`config.mk`:
```
export PLATFORM = sky130hd
export DESIGN_NAME = ifetch_ctrl
export DESIGN_NICKNAME = d
export VERILOG_FILES = /design/src/rtl/ifetch_ctrl.sv
export SDC_FILE = /design/constraint.sdc
export NUM_CORES = 1
export LEC_CHECK = 0
export ABC_AREA = 0
export BUFFER_PORTS_ARGS = -buffer_cell sky130_fd_sc_hd__buf_2
export CORE_ASPECT_RATIO = 1.25
export CORE_MARGIN = 2
export CORE_UTILIZATION = 50
export CTS_CLUSTER_DIAMETER = 200
export DETAILED_ROUTE_END_ITERATION = 8
export PLACE_DENSITY = 0.76
export SETUP_SLACK_MARGIN = 0.2
export SYNTH_ARGS = -nofsm -noshare
export SYNTH_HDL_FRONTEND = slang
export SYNTH_SLANG_ARGS = --single-unit
```
`constraint.sdc`:
```
create_clock -name clk -period 5.9 [get_ports clk]
set_input_delay 0.295 -clock clk [delete_from_list [all_inputs] [get_ports clk]]
set_output_delay 0.295 -clock clk [all_outputs]
set_load 0.005 [all_outputs]
```
`src/rtl/ifetch_ctrl.sv`:
```
// ifetch_ctrl: RV32I fetch sequencer in front of a 1-cycle-latency instruction
// memory with a registered word address. Owns the PC, keeps one read in
// flight, buffers returned words toward decode and handles redirects.
//
// Build option: define IFETCH_PERF_EN to add saturating issue/stall/flush
// counters; without it the perf ports are tied to zero.
//
// state | meaning
// ------+---------------------------------------------------------------
// IDLE  | one cycle after reset, no fetch; a redirect seen here is held
// RUN   | normal fetch under the FIFO credit rule
// FAULT | misaligned redirect trapped; waits for an aligned redirect

module ifetch_ctrl #(
   parameter logic [31:0] RESET_PC         = 32'h0000_0000,
   parameter int          IMEM_DEPTH_WORDS = 1024,
   parameter int          FIFO_DEPTH       = 3
) (
   input  logic        clk,
   input  logic        rst,
   output logic        imem_en,
   output logic [31:0] imem_addr,
   input  logic [31:0] imem_rdata,
   input  logic        redirect_valid,
   input  logic [31:0] redirect_pc,
   output logic        out_valid,
   input  logic        out_ready,
   output logic [31:0] out_instr,
   output logic [31:0] out_pc,
   output logic        out_oob,
   output logic        fetch_fault,
   output logic [31:0] perf_issue_cnt,
   output logic [31:0] perf_stall_cnt,
   output logic [31:0] perf_flush_cnt
);

   localparam int PW = (FIFO_DEPTH > 1) ? $clog2(FIFO_DEPTH) : 1;
   localparam int CW = $clog2(FIFO_DEPTH + 1);
   localparam logic [PW-1:0] LAST_PTR    = PW'(FIFO_DEPTH - 1);
   localparam logic [CW:0]   DEPTH_CMP   = (CW+1)'(FIFO_DEPTH);
   localparam logic [29:0]   DEPTH_WORDS = 30'(IMEM_DEPTH_WORDS);

   typedef enum logic [1:0] {
      IDLE  = 2'd0,
      RUN   = 2'd1,
      FAULT = 2'd2
   } state_t;

   state_t        state_q;
   logic [31:0]   pc_q;
   logic          inflight_q;
   logic [31:0]   inflight_pc_q;
   logic          pend_q;
   logic [31:0]   pend_pc_q;
   logic          fault_q;

   logic [31:0]   fifo_instr_q [FIFO_DEPTH];
   logic [31:0]   fifo_pc_q    [FIFO_DEPTH];
   logic          fifo_oob_q   [FIFO_DEPTH];
   logic [PW-1:0] wr_ptr_q;
   logic [PW-1:0] rd_ptr_q;
   logic [CW-1:0] count_q;

   logic          redir_act;
   logic [31:0]   redir_tgt;
   logic          redir_ok;
   logic          credit_ok;
   logic          issue;
   logic          push;
   logic          pop;

   function automatic logic [PW-1:0] ptr_next(input logic [PW-1:0] p);
      return (p == LAST_PTR) ? '0 : p + 1'b1;
   endfunction

   // A redirect held from IDLE is applied in the first RUN cycle.
   assign redir_act = (state_q != IDLE) && (redirect_valid || pend_q);
   assign redir_tgt = redirect_valid ? redirect_pc : pend_pc_q;
   assign redir_ok  = redir_act && (redir_tgt[1:0] == 2'b00);

   // Credit uses registered terms only, keeping out_ready off the imem_en path.
   assign credit_ok = ({1'b0, count_q} + {{CW{1'b0}}, inflight_q}) < DEPTH_CMP;
   assign issue     = redir_ok || ((state_q == RUN) && !redir_act && credit_ok);

   assign imem_en   = issue;
   assign imem_addr = redir_act ? redir_tgt : pc_q;

   assign push      = inflight_q && !redir_act;
   assign out_valid = (count_q != '0) && !redirect_valid && (state_q != FAULT);
   assign pop       = out_valid && out_ready && !redir_act;

   assign out_instr   = fifo_instr_q[rd_ptr_q];
   assign out_pc      = fifo_pc_q[rd_ptr_q];
   assign out_oob     = fifo_oob_q[rd_ptr_q];
   assign fetch_fault = fault_q;

   // Sequencer: state, PC, in-flight tracking and fault flag.
   always_ff @(posedge clk or posedge rst) begin
      if (rst) begin
         state_q       <= IDLE;
         pc_q          <= RESET_PC;
         inflight_q    <= 1'b0;
         inflight_pc_q <= RESET_PC;
         pend_q        <= 1'b0;
         pend_pc_q     <= '0;
         fault_q       <= 1'b0;
      end else begin
         case (state_q)
            IDLE: begin
               state_q <= RUN;
               if (redirect_valid) begin
                  pend_q    <= 1'b1;
                  pend_pc_q <= redirect_pc;
               end
            end
            default: begin
               pend_q <= 1'b0;
               if (redir_act) begin
                  if (redir_ok) begin
                     pc_q          <= redir_tgt + 32'd4;
                     inflight_q    <= 1'b1;
                     inflight_pc_q <= redir_tgt;
                     state_q       <= RUN;
                     fault_q       <= 1'b0;
                  end else begin
                     inflight_q <= 1'b0;
                     state_q    <= FAULT;
                     fault_q    <= 1'b1;
                  end
               end else if (issue) begin
                  pc_q          <= pc_q + 32'd4;
                  inflight_q    <= 1'b1;
                  inflight_pc_q <= pc_q;
               end else begin
                  inflight_q <= 1'b0;
               end
            end
         endcase
      end
   end

   // FIFO pointers and occupancy; a redirect empties the buffer.
   always_ff @(posedge clk or posedge rst) begin
      if (rst) begin
         wr_ptr_q <= '0;
         rd_ptr_q <= '0;
         count_q  <= '0;
      end else if (redir_act) begin
         wr_ptr_q <= '0;
         rd_ptr_q <= '0;
         count_q  <= '0;
      end else begin
         if (push) wr_ptr_q <= ptr_next(wr_ptr_q);
         if (pop)  rd_ptr_q <= ptr_next(rd_ptr_q);
         case ({push, pop})
            2'b10:   count_q <= count_q + 1'b1;
            2'b01:   count_q <= count_q - 1'b1;
            default: count_q <= count_q;
         endcase
      end
   end

   // FIFO storage; out-of-bounds flag is resolved once at write time.
   always_ff @(posedge clk) begin
      if (push) begin
         fifo_instr_q[wr_ptr_q] <= imem_rdata;
         fifo_pc_q[wr_ptr_q]    <= inflight_pc_q;
         fifo_oob_q[wr_ptr_q]   <= (inflight_pc_q[31:2] >= DEPTH_WORDS);
      end
   end

`ifdef IFETCH_PERF_EN
   logic [31:0] issue_cnt_q;
   logic [31:0] stall_cnt_q;
   logic [31:0] flush_cnt_q;

   // Saturating event counters.
   always_ff @(posedge clk or posedge rst) begin
      if (rst) begin
         issue_cnt_q <= '0;
         stall_cnt_q <= '0;
         flush_cnt_q <= '0;
      end else begin
         if (issue && (issue_cnt_q != '1))
            issue_cnt_q <= issue_cnt_q + 32'd1;
         if ((state_q == RUN) && out_valid && !out_ready && (stall_cnt_q != '1))
            stall_cnt_q <= stall_cnt_q + 32'd1;
         if (redir_act && ((count_q != '0) || inflight_q) && (flush_cnt_q != '1))
            flush_cnt_q <= flush_cnt_q + 32'd1;
      end
   end

   assign perf_issue_cnt = issue_cnt_q;
   assign perf_stall_cnt = stall_cnt_q;
   assign perf_flush_cnt = flush_cnt_q;
`else
   assign perf_issue_cnt = '0;
   assign perf_stall_cnt = '0;
   assign perf_flush_cnt = '0;
`endif

endmodule

```
==> impl_results.md <==
* CTS tree: built
* Die area at 0.0285 sq mm
* Post-synthesis cell area at 0.0136 sq mm
* Critical-path cell list: o22ai_4 > a21oi_1 > nor2_4 > buf_4 > clkinv_1 > buf_2
* CP max stage delay at 570 ps
* Clk buf depth at 3
* Starting density of the core at 50.8%
* Crit path time final at 3350 ps
* Net Sw Power at 2.43 mW
* Crit end category: output pin
* Vias/cell at 5.13
* Pwr dens at 462 mW/mm^2
* Global-route wire length before repair at 43,600 um
* Setup ws final at around 2600 ps
* Post-CTS Setup Inserts at 0
* Detailed Routing Iterations Pass 1 at 5
* Hold Fails Final Rpt at 0
* Share of layout cells above drive strength 1 at 22.9%
* Final GP Congestion at 0.920
* Root Buffer: clkbuf_16
* Post-synth top area cell: edfxtp_1
* FF-to-FF path depth at 7
* Hold Path Class: input pin to register
* Primary FF master, synth: edfxtp_1
* Ports at 264
* Critical Path Fanout Max at between 80 and 90
* CP Class: register to output pin
* Combinational power share at 30.0%
* Synth Warn # at 0
* RSZ-0062 raised after global routing: false
* Vias in the first global route at 8,172
* Antenna violations before repair at 0
* Core area at 0.0267 sq mm
* Final worst-path cycle share at 56.7%
* Crit path DAT at between 3000 and 4000 ps
* Via count at 8,588
* Largest net degree at the start of global routing at ~120
* Die Ht at 188 um
* Worst-skew pair later-pin latency at 540 ps
* Max VDD drop at 0.389 mV
* Worst slew margin at 30.7%
* Max cap viols at 0
* Critical Path Slowest Stage Cell: o22ai_4
* Diodes inserted at 0
* Hold path cells at 2
* Run status: finished clean
* Sw frac at 33.1%
* Antenna Violating Nets Remaining at 0
* Wire per inst at 16.9 um
* Distinct cells, synth at 56
* Sequential share of power at between 40% and 50%
* Post-route clock skew at roughly 16 ps
* Clock-pin slew on the worst setup and hold paths at 60 ps
* Area added between synthesis and finish at 16.8%
* F_max at between 200 and 300 MHz
* Global Route Usage Sum at between 15 and 20%
* GR Overflow Total at 0
* Synth top area cells: edfxtp_1 43%, dfrtp_1 20%, mux2i_1 6.7%
* Post-CTS sizing at 0
* Buffers on Ports at around 170
* Post-Place Worst Slack at 2340 ps
* Asr flop ratio synth at 35.4%
* Nets@finish at 1,377
* Clk sinks at 302
* Leakage power at 6.22 nW
* DRT Wirelength at 28,300 um
* Clock power frac at between 20 and 30%
* Mapped Avg Cell Area at ~12 sq um
* Seq/Total Area, Yosys at 62.8%
* Setup tns final at 0 ps
* CP required at 5610 ps
* Worst-margin pin slew at 1040 ps
* Num rows at 67
* WHS at 22.0 ps
* Final setup fails at 0
* Worst Setup Start Kind: register
* Post-Synthesis Cells at 1,102
* CTS H-tree depth at 1
* Finished Core Util at 59.3%
* Die outline width at 151 um
* Max Slew Vio Count at 0
* #FFs+latches synth at between 300 and 400
* Hold_buf cts at 49
* DR iter-0 viols at 434
* CTS buffer count at 30
* Post-synth EDFFs at 195
* Area share of the largest cell type after synthesis at 43.1%
* DRC Markers at 0
* Int Pwr at slightly below 5 mW
* Hpwl dp at around 19,000 um
-- final timing paths --
path / from / endpoint / slack (ps)
min: redirect_pc[25] / pend_pc_q[25] / 20
max: state_q[0] / imem_en / 2550
max reg2reg: state_q[0] / pc_q[22] / 2640
min reg2reg: pc_q[17] / pc_q[17] / 480
min in group asynchronous: rst / pend_pc_q[0] / 410
max in group asynchronous: rst / pend_pc_q[11] / 4340
-- cells in the mapped netlist (3+ instances only) --
master,instances
a211oi_1,3
ha_1,3
dfrtp_1,107
or3_1,8
buf_2,5
nor3_1,11
nor2_1,46
nor4_1,13
a21o_1,5
nor2b_1,3
nand4_1,7
mux2i_1,91
a31oi_1,13
o21ai_0,108
a21oi_1,21
a31o_2,4
nand3_1,14
o21a_1,4
mux2_2,49
xnor2_1,16
edfxtp_1,195
buf_1,4
buf_4,96
nand3b_1,5
nand2_1,166
o21ai_1,3
and3_1,8
inv_1,18
buf_6,5
clkbuf_1,40
-- per-layer routing --
| metal | part of all wire (%) | up-vias | track usage (%) |
|---|---|---|---|
| met2 | 49 | 269 | 32.3 |
| met4 | 2.1 | 0 | 4.82 |
| met1 | 42 | 4133 | 26.4 |
| li1 | - | 4150 | - |
| met5 | 0 | - | 0 |
| met3 | 6.8 | 36 | 3.32 |
-- registers in the layout, indices dropped and copies added (netlist names) --
name and count:
fifo_oob_q 3, fetch_fault 1, fifo_instr_q 96, state_q 2, rd_ptr_q 2, wr_ptr_q 2
count_q 2, fifo_pc_q 96, inflight_q 1, pend_q 1, pend_pc_q 32, pc_q 32
inflight_pc_q 32
-- power groups by stage --
stage | registers (mW) | logic (mW) | clock network (mW)
floorplan | 3.15 | 1.52 | 0
global placement | 3.25 | 2.14 | 0
detailed placement | 3.28 | 2.18 | 0
CTS | 3.25 | 2.22 | 1.92
global route | 3.31 | 2.47 | 2.02
finish | 3.25 | 2.19 | 1.88
-- cells in the final DEF, fill, tap and decap left out, types with 21 or more instances in the layout --
master           n
nand2_1        166
nor2_1          44
edfxtp_1       195
clkbuf_16       31
mux2_2          49
dlygate4sd3_1   49
conb_1          96
buf_2          167
a21oi_1         21
o21ai_0        108
mux2i_1         91
dfrtp_1        105
-- cell type report --
cell class,instances,area [sq um]
fill,2098,10900
sequential,302,8540
multi-input combinational,723,4380
timing repair buffer,228,1420
clock buffer,39,866
tap,345,432
clock inverter,17,148
inverter,21,81.3
-- stage by stage --
stage	std cells	total power [mW]	instance area, sq um
2_1_floorplan	1197	4.67	13900
3_3_place_gp	1570	5.39	14400
3_5_place_dp	1570	5.46	14400
4_1_cts	1675	7.38	15900
5_1_grt	1675	7.80	15900
6_report	1675	7.32	15900
-- kinds of logic (layout without fill, tap and decap cells) --
family	after synthesis	after routing	share of synthesized area, %
fa+ha+maj	3	3	0.276
compound gates	172	172	7.35
flops	302	302	62.8
xor+xnor	18	18	1.16
buf+inv	172	305	7.81
mux	141	141	10.9
other cells	1	96	0.0276
simple gates	293	293	9.62
-- worst max-delay path, delay by kind of cell (launching register included) --
kind	cells	cell delay [ps]
buf+inv	3	1080
flops	1	470
compound gates	2	810
simple gates	1	150
Power figures use the tool's default switching activity.
